<file path="src/rtl/part_f_pkg.sv">
// Shared CPU constants and types for the fetch stage and its F/D pipeline register.
package part_f_pkg;

  // Machine word width used by PCs and instructions.
  localparam int WORD_W = 32;

  // First fetch address after reset.
  localparam logic [WORD_W-1:0] PC_RESET = 32'h0000_3000;

  // Instruction memory depth in 32-bit words.
  localparam int IM_WORDS = 4096;

  // Encoding used for bubbles and for instructions replaced on a fetch error.
  localparam logic [WORD_W-1:0] NOP = 32'h0000_0000;

  typedef logic [WORD_W-1:0] word_t;

endpackage

</file>
<file path="src/rtl/part_f_pipe_fd.sv">
// F/D pipeline register: instruction, PC, valid bit and fetch address-error flag.
// clear loads a bubble (carrying fetch_pc) and wins over hold; hold keeps the entry.
module pipe_fd
  import part_f_pkg::*;
#(
  parameter word_t RESET_PC = part_f_pkg::PC_RESET
) (
  input  logic  clk,
  input  logic  rst_n,
  input  logic  hold,
  input  logic  clear,
  input  word_t fetch_instr,
  input  word_t fetch_pc,
  input  logic  fetch_exc,
  output word_t dec_instr,
  output word_t dec_pc,
  output logic  dec_valid,
  output logic  dec_exc
);

  // Entry update: bubble on clear, keep on hold, otherwise capture the fetched entry.
  always_ff @(posedge clk or negedge rst_n) begin
    if (!rst_n) begin
      dec_instr <= NOP;
      dec_pc    <= RESET_PC;
      dec_valid <= 1'b0;
      dec_exc   <= 1'b0;
    end else if (clear) begin
      dec_instr <= NOP;
      dec_pc    <= fetch_pc;
      dec_valid <= 1'b0;
      dec_exc   <= 1'b0;
    end else if (!hold) begin
      dec_instr <= fetch_instr;
      dec_pc    <= fetch_pc;
      dec_valid <= 1'b1;
      dec_exc   <= fetch_exc;
    end
  end

endmodule

</file>
<file path="src/rtl/part_f.sv">
// Fetch stage: PC register, next-PC selection, fetch address checking and the
// F/D register. The instruction memory is external and read combinationally
// at IM_addr; its data only reaches outputs through the F/D register.
module part_f
  import part_f_pkg::*;
#(
  parameter word_t PC_RESET = part_f_pkg::PC_RESET,
  parameter int    IM_WORDS = part_f_pkg::IM_WORDS
) (
  input  logic        Clk,
  input  logic        Reset,
  input  logic        Stall,
  input  logic        FlushD,
  input  logic        isjump,
  input  logic [31:0] NPC,
  output logic [31:0] IM_addr,
  input  logic [31:0] IM_rdata,
  output logic [31:0] PC_F,
  output logic [31:0] Instr_D,
  output logic [31:0] PC_D,
  output logic [31:0] PC4D,
  output logic        V_D,
  output logic        ExcAdEL_D,
  output logic [31:0] StallCnt
);

  // One past the last valid fetch address, kept 33 bits wide so it cannot wrap.
  localparam logic [WORD_W:0] PC_LIMIT =
    {1'b0, PC_RESET} + ({1'b0, 32'(IM_WORDS)} << 2);

  word_t pc_next;
  word_t fetch_instr;
  logic  fetch_err;

  // Next PC: hold on stall, otherwise the decode-selected target or sequential.
  always_comb begin
    pc_next = PC_F + 32'd4;
    if (Stall) begin
      pc_next = PC_F;
    end else if (isjump) begin
      pc_next = NPC;
    end
  end

  // Fetch address error: misaligned or outside the instruction memory window.
  always_comb begin
    fetch_err   = (PC_F[1:0] != 2'b00) ||
                  (PC_F < PC_RESET) ||
                  ({1'b0, PC_F} >= PC_LIMIT);
    fetch_instr = fetch_err ? NOP : IM_rdata;
  end

  // PC register.
  always_ff @(posedge Clk or negedge Reset) begin
    if (!Reset) begin
      PC_F <= PC_RESET;
    end else begin
      PC_F <= pc_next;
    end
  end

  // Stalled-cycle counter, saturating at all ones.
  always_ff @(posedge Clk or negedge Reset) begin
    if (!Reset) begin
      StallCnt <= '0;
    end else if (Stall && (StallCnt != 32'hFFFF_FFFF)) begin
      StallCnt <= StallCnt + 32'd1;
    end
  end

  pipe_fd #(
    .RESET_PC (PC_RESET)
  ) u_pipe_fd (
    .clk         (Clk),
    .rst_n       (Reset),
    .hold        (Stall),
    .clear       (FlushD),
    .fetch_instr (fetch_instr),
    .fetch_pc    (PC_F),
    .fetch_exc   (fetch_err),
    .dec_instr   (Instr_D),
    .dec_pc      (PC_D),
    .dec_valid   (V_D),
    .dec_exc     (ExcAdEL_D)
  );

  assign IM_addr = PC_F;
  assign PC4D    = PC_D + 32'd4;

endmodule

</file>
<file path="config.mk">
export PLATFORM = sky130hd
export DESIGN_NAME = part_f
export DESIGN_NICKNAME = d
export VERILOG_FILES = /design/src/rtl/part_f_pkg.sv /design/src/rtl/part_f_pipe_fd.sv /design/src/rtl/part_f.sv
export SDC_FILE = /design/constraint.sdc
export NUM_CORES = 1
export LEC_CHECK = 0
export ABC_CLOCK_PERIOD_IN_PS = 2700
export CORE_MARGIN = 3
export CORE_UTILIZATION = 28
export CTS_BUF_LIST = sky130_fd_sc_hd__clkbuf_16
export DETAILED_ROUTE_END_ITERATION = 16
export GPL_ROUTABILITY_DRIVEN = 0
export GPL_TIMING_DRIVEN = 0
export PLACE_DENSITY_LB_ADDON = 0.3
export SLEW_MARGIN = 20
export SYNTH_ARGS = -nofsm -noshare
export SYNTH_HDL_FRONTEND = slang
export SYNTH_SLANG_ARGS = --single-unit
</file>
<file path="constraint.sdc">
create_clock -name Clk -period 2.7 [get_ports Clk]
set_input_delay 0.405 -clock Clk [delete_from_list [all_inputs] [get_ports Clk]]
set_output_delay 0.405 -clock Clk [all_outputs]
set_load 0.1 [all_outputs]
</file>
# Word level (Yosys, flattened, before mapping)

Index checks and enable logic that the tools add are counted.

$lt $le $gt $ge: 2
Reduce and logical (&&, ||, !) cells: 4
Equal/unequal tests: 2
$add $sub $neg: 3
Mux-type cells: 10

Operators with widths:

| kind                                                                                  | count |
|---|---|
| 32-bit 2-to-1 mux                                                                     | 6 |
| 32-bit by 3-bit adder with 32-bit output, second input constant                       | 2 |
| 32-bit by 1-bit adder with 32-bit output, second input constant                       | 1 |
| 32-bit by 15-bit greater-or-equal comparator with 1-bit output, second input constant | 1 |
| 32-bit by 14-bit less-than comparator with 1-bit output, second input constant        | 1 |
| 32-bit inequality test, second input constant                                         | 1 |
| 1-bit 2-to-1 mux                                                                      | 4 |
| 1-bit logical OR                                                                      | 2 |
| 2-bit by 1-bit inequality test with 1-bit output, second input constant               | 1 |
| 2-bit nonzero test                                                                    | 1 |
| 1-bit logical AND                                                                     | 1 |

Logic and storage cells: 27
Register bits: 130

# Depth between registers and ports, before layout

Depth after elaboration: 6
Depth in mapped cells: 7
Gate-level depth less buffers: 6

# Hierarchy

From an unflattened synthesis, not the netlist that was laid out.

Cells, all modules: 720
Area, all modules: 7374.6 um^2

By module, submodules not included:

| module  | instances | area each (um^2) | cells an instance |
|---|---|---|---|
| part_f  | 1         | 4675.7           | 541 |
| pipe_fd | 1         | 2698.8           | 179 |

# Worst setup path before layout

OpenSTA, ideal clock, no wires.

Path type: reg2out
From: register u_pipe_fd.dec_pc[2]
To: output port PC4D[30]
Arrival: 3637 ps
Setup slack: -1342 ps
Stages on the path, launching flop included: 7
Data required time: 2295 ps
Buffers on the path: 0
Path through: dfrtp_1 > ha_1 > and4_1 > nand3_1 > nor2_1 > nand3_1 > xnor2_1

Word-level cells in the longest chain between the ends: 1

RTL lines:

| element                                  | RTL line             | text |
|---|---|---|
| start: declaration                       | part_f_pipe_fd.sv:16 | `output word_t dec_pc,` |
| start signal: assignment                 | part_f_pipe_fd.sv:30 | `dec_pc <= fetch_pc;` |
| start signal: assignment                 | part_f_pipe_fd.sv:35 | `dec_pc <= fetch_pc;` |
| 32-bit by 3-bit adder with 32-bit output | part_f.sv:88         | `assign PC4D = PC_D + 32'd4;` |
| end: declaration                         | part_f.sv:21         | `output logic [31:0] PC4D,` |

Every way passes these cells.

# Final worst setup path

From: register u_pipe_fd.dec_pc[13]
To: output port PC4D[31]

The elaborated chain is that of the path after synthesis.

==> results.json <==
{
  "cts_tree": "yes",
  "fin_crit_ns": 2.799,
  "clkLatencyLatePin_ns": 0.42,
  "grt_use_met1_pct": 23.50,
  "violations": "negative setup slack",
  "slew_violations": 0,
  "outcome": "complete, but fails checks",
  "netlist_instances": 701,
  "power_mw": 9.410,
  "ant_nets": 0,
  "fin_worst_skew_ns": 0.007614,
  "cts.reportedPaths.clkPinSlew_ns": 0.06,
  "gr-total-overflow": 0,
  "setup_ws_ns": -0.09929,
  "worst-setup-path-type": "flip-flop to primary output",
  "critical-path-slowest-cell": "dfstp_4",
  "ys_seq_area_share_pct": 48.06,
  "worstPathArrival_ns": 2.39,
  "worst-path-max-fanout": 4,
  "fin_setup_tns_ns": -0.2006,
  "worstHoldPathCells": 2,
  "period_share_pct": 103.7,
  "grt.busiest_layer": "met2",
  "post_drt_wl_per_cell_um": 18.14,
  "cap_viol_max_count": 0,
  "grt_pass1_vias": 6599,
  "seq_area_mm2": 0.003331,
  "core_area_mm2": 0.02361,
  "critical_path.top_delay_family": "simple AND/OR/NAND/NOR gates",
  "worst-path-stages": 6,
  "start_util_pct": 28.71,
  "synth.cell_area_mm2": 0.006779,
  "die_h_um": 161.6,
  "yosysWarnings": 0,
  "first_pass_iters": 7,
  "grt_max_degree": 71,
  "nFillCells": 2271,
  "grt_pass1_wl_um": 38030,
  "critical_path.startpoint": "u_pipe_fd.dec_pc[13]",
  "nets": 1061,
  "ys_ff_latch": 130,
  "drive_gt1_share_pct": 21.48,
  "power.density_mw_per_mm2": 841.9,
  "drc_errors": 0,
  "worst-path-buf-inv": 1,
  "end_kind": "primary output",
  "max-slew-margin-rel_pct": 29.82,
  "port_buffers": 259,
  "tightest_slew_ns": 1.057,
  "ir_worst_vdd_v": 0.0008456,
  "die_width_um": 161.6,
  "cts_buffer_depth": 2,
  "finalHoldViolations": 0,
  "cp-start-kind": "flip-flop",
  "min_from": "FlushD",
  "syn2layout_area_growth_pct": 64.88,
  "dieArea_mm2": 0.02611,
  "synth_edf_count": 0,
  "drt-initial-drc-count": 462,
  "p_leak_nw": 4.552,
  "cts-buffers-inserted": 17,
  "antenna_found_initial": 1,
  "vias": 6575,
  "fmax_mhz": 357.2,
  "io_pins": 263,
  "multi_input_area_mm2": 0.003613,
  "critPathMaxStageDelay_ns": 0.62,
  "met2_usage_pct": 30.35,
  "yosys.area.top_type_share_pct": 46.51,
  "ys.flop_type": "dfrtp_1",
  "routed_wirelength_um": 23950,
  "cp_common_cell": "nand4_1",
  "synthTopCellsByArea": "dfrtp_1, mux2_2, nor2_1, a22oi_1, xnor2_1",
  "synthArstFlopShare_pct": 100.0,
  "grt_use_met3_pct": 5.206,
  "row_count": 56,
  "h-tree-depth": 4,
  "holdCritPathClass": "input port to flip-flop",
  "avgSynthCellArea_um2": 9.670,
  "cts.sinks": 130,
  "cts_root_buf": "clkbuf_16",
  "track_usage_pct": 18.33,
  "cp_cell_sequence": "and4_4, nand4_1, nor2_4, nand4_1, xnor2_4, buf_12",
  "r2r.worst_path.cells": 6,
  "dp_hpwl_um": 17690,
  "rsz0062_at_grt": "yes",
  "diodes": 0,
  "synth_area_leader_cell": "dfrtp_1",
  "synth_cell_type_count": 52,
  "regToRegStartpoint": "IM_addr[3]",
  "required_ns": 2.30,
  "final-setup-viol-count": 3,
  "synth_fp_nets": 774,
  "viasPerCell": 4.981
}
==> layout by cell type, fill, tap and decap left out, types with 5 or more instances in the layout <==
master / instances
a21oi_1: 25
a22oi_1: 40
and3_1: 11
buf_12: 13
buf_2: 7
buf_4: 41
clkbuf_1: 26
clkbuf_16: 17
clkdlybuf4s50_1: 214
dfrtp_1: 94
dfrtp_2: 22
dfrtp_4: 10
dlygate4sd2_1: 9
dlymetal6s2s_1: 9
inv_1: 13
mux2_2: 29
nand2_1: 54
nand3_1: 44
nand4_1: 21
nor2_1: 77
nor3_1: 14
nor4_1: 11
o21ai_0: 27
o22a_1: 5
or4_1: 7
xnor2_1: 8
xnor2_2: 9
xnor2_4: 13
xor2_1: 20
==> metrics by stage <==
step	instances	cell area (um2)	setup WS (ns)	utilization (%)	hold slack [ns]
finish	1320	11180	-0.09929	47.33	0.3870
global route	1320	11180	-0.1980	47.33	0.4318
global placement	1279	10290	-5.212	43.59	0.4823
CTS	1318	11130	-0.1454	47.14	0.4081
detailed placement	1280	10330	-0.7331	43.73	0.3800
floorplan	701	7302	-0.06608	-	0.1094
==> sequential cells by signal (all words and copies together), names as in the netlist <==
signal               count
u_pipe_fd.dec_valid      1
u_pipe_fd.dec_exc        1
u_pipe_fd.dec_pc        32
IM_addr                 32
StallCnt                32
u_pipe_fd.dec_instr     32
==> metal layers <==
layer  share of wire [%]  routed length (um)  up-vias
met4                 1.6                 391        2
met3                 7.6                1826       29
met1                  42               10130     3195
li1                    -                   -     3073
met5               0.054                  13        -
met2                  48               11580      276
==> what timing repair did <==
item,CTS,global route
gates cloned,0,0
setup endpoints to repair,62,28
hold buffers,1,0
setup buffers,5,3
pin swaps,3,5
resized for setup,188,24
hold endpoints to repair,60,0
==> Yosys cell counts (3+ instances only) <==
cell type	number
dfrtp_1	126
nor2_1	82
nand2_1	55
nand3_1	49
a22oi_1	40
buf_4	34
xnor2_1	30
mux2_2	29
o21ai_0	27
clkbuf_1	26
a21oi_1	25
xor2_1	25
nand4_1	21
nor3_1	15
inv_1	12
and3_1	11
nor4_1	11
or4_1	7
and4_1	6
o22a_1	5
a31oi_1	4
dfstp_2	4
ha_1	4
mux2i_1	4
o22ai_1	4
or3_1	4
a2bb2oi_1	3
and2_1	3
buf_2	3
nor2b_1	3
==> path summary, 6_finish.rpt <==
check	slack (ns)	end
hold / removal	0.39	u_pipe_fd.dec_instr[0]
hold reg to reg	0.49	StallCnt[9]
min in group asynchronous	0.48	StallCnt[23]
setup / recovery	-0.1	PC4D[31]
setup reg to reg	0.17	IM_addr[28]
max in group asynchronous	1.47	u_pipe_fd.dec_pc[13]
==> power by group <==
part,internal (mW),switching [mW]
sequential,2.19,0.446
clock,1.44,0.918
combinational,1.16,3.26
==> cell families (layout without fill, tap and decap cells) <==
family	Yosys count	in the layout	share of synthesized area (%)
adder cells (fa/ha/maj)	4	4	0.7383
buffers and inverters	77	377	6.201
flip-flops	130	130	48.06
multiplexers	34	34	5.629
AO/OA/AOI/OAI	127	127	12.61
XOR/XNOR	55	55	7.106
AND/OR/NAND/NOR	274	274	19.66
==> area by class of cell <==
class	count	share of cell area (%)
multi-input cells	494	32.33
flip-flops and latches	130	29.80
clock inverters	15	1.511
clock buffers	17	3.806
plain buffers	65	3.358
well taps	319	3.571
repair buffers	268	25.22
inverters	12	0.4030
(Power assumes the default switching activity.)
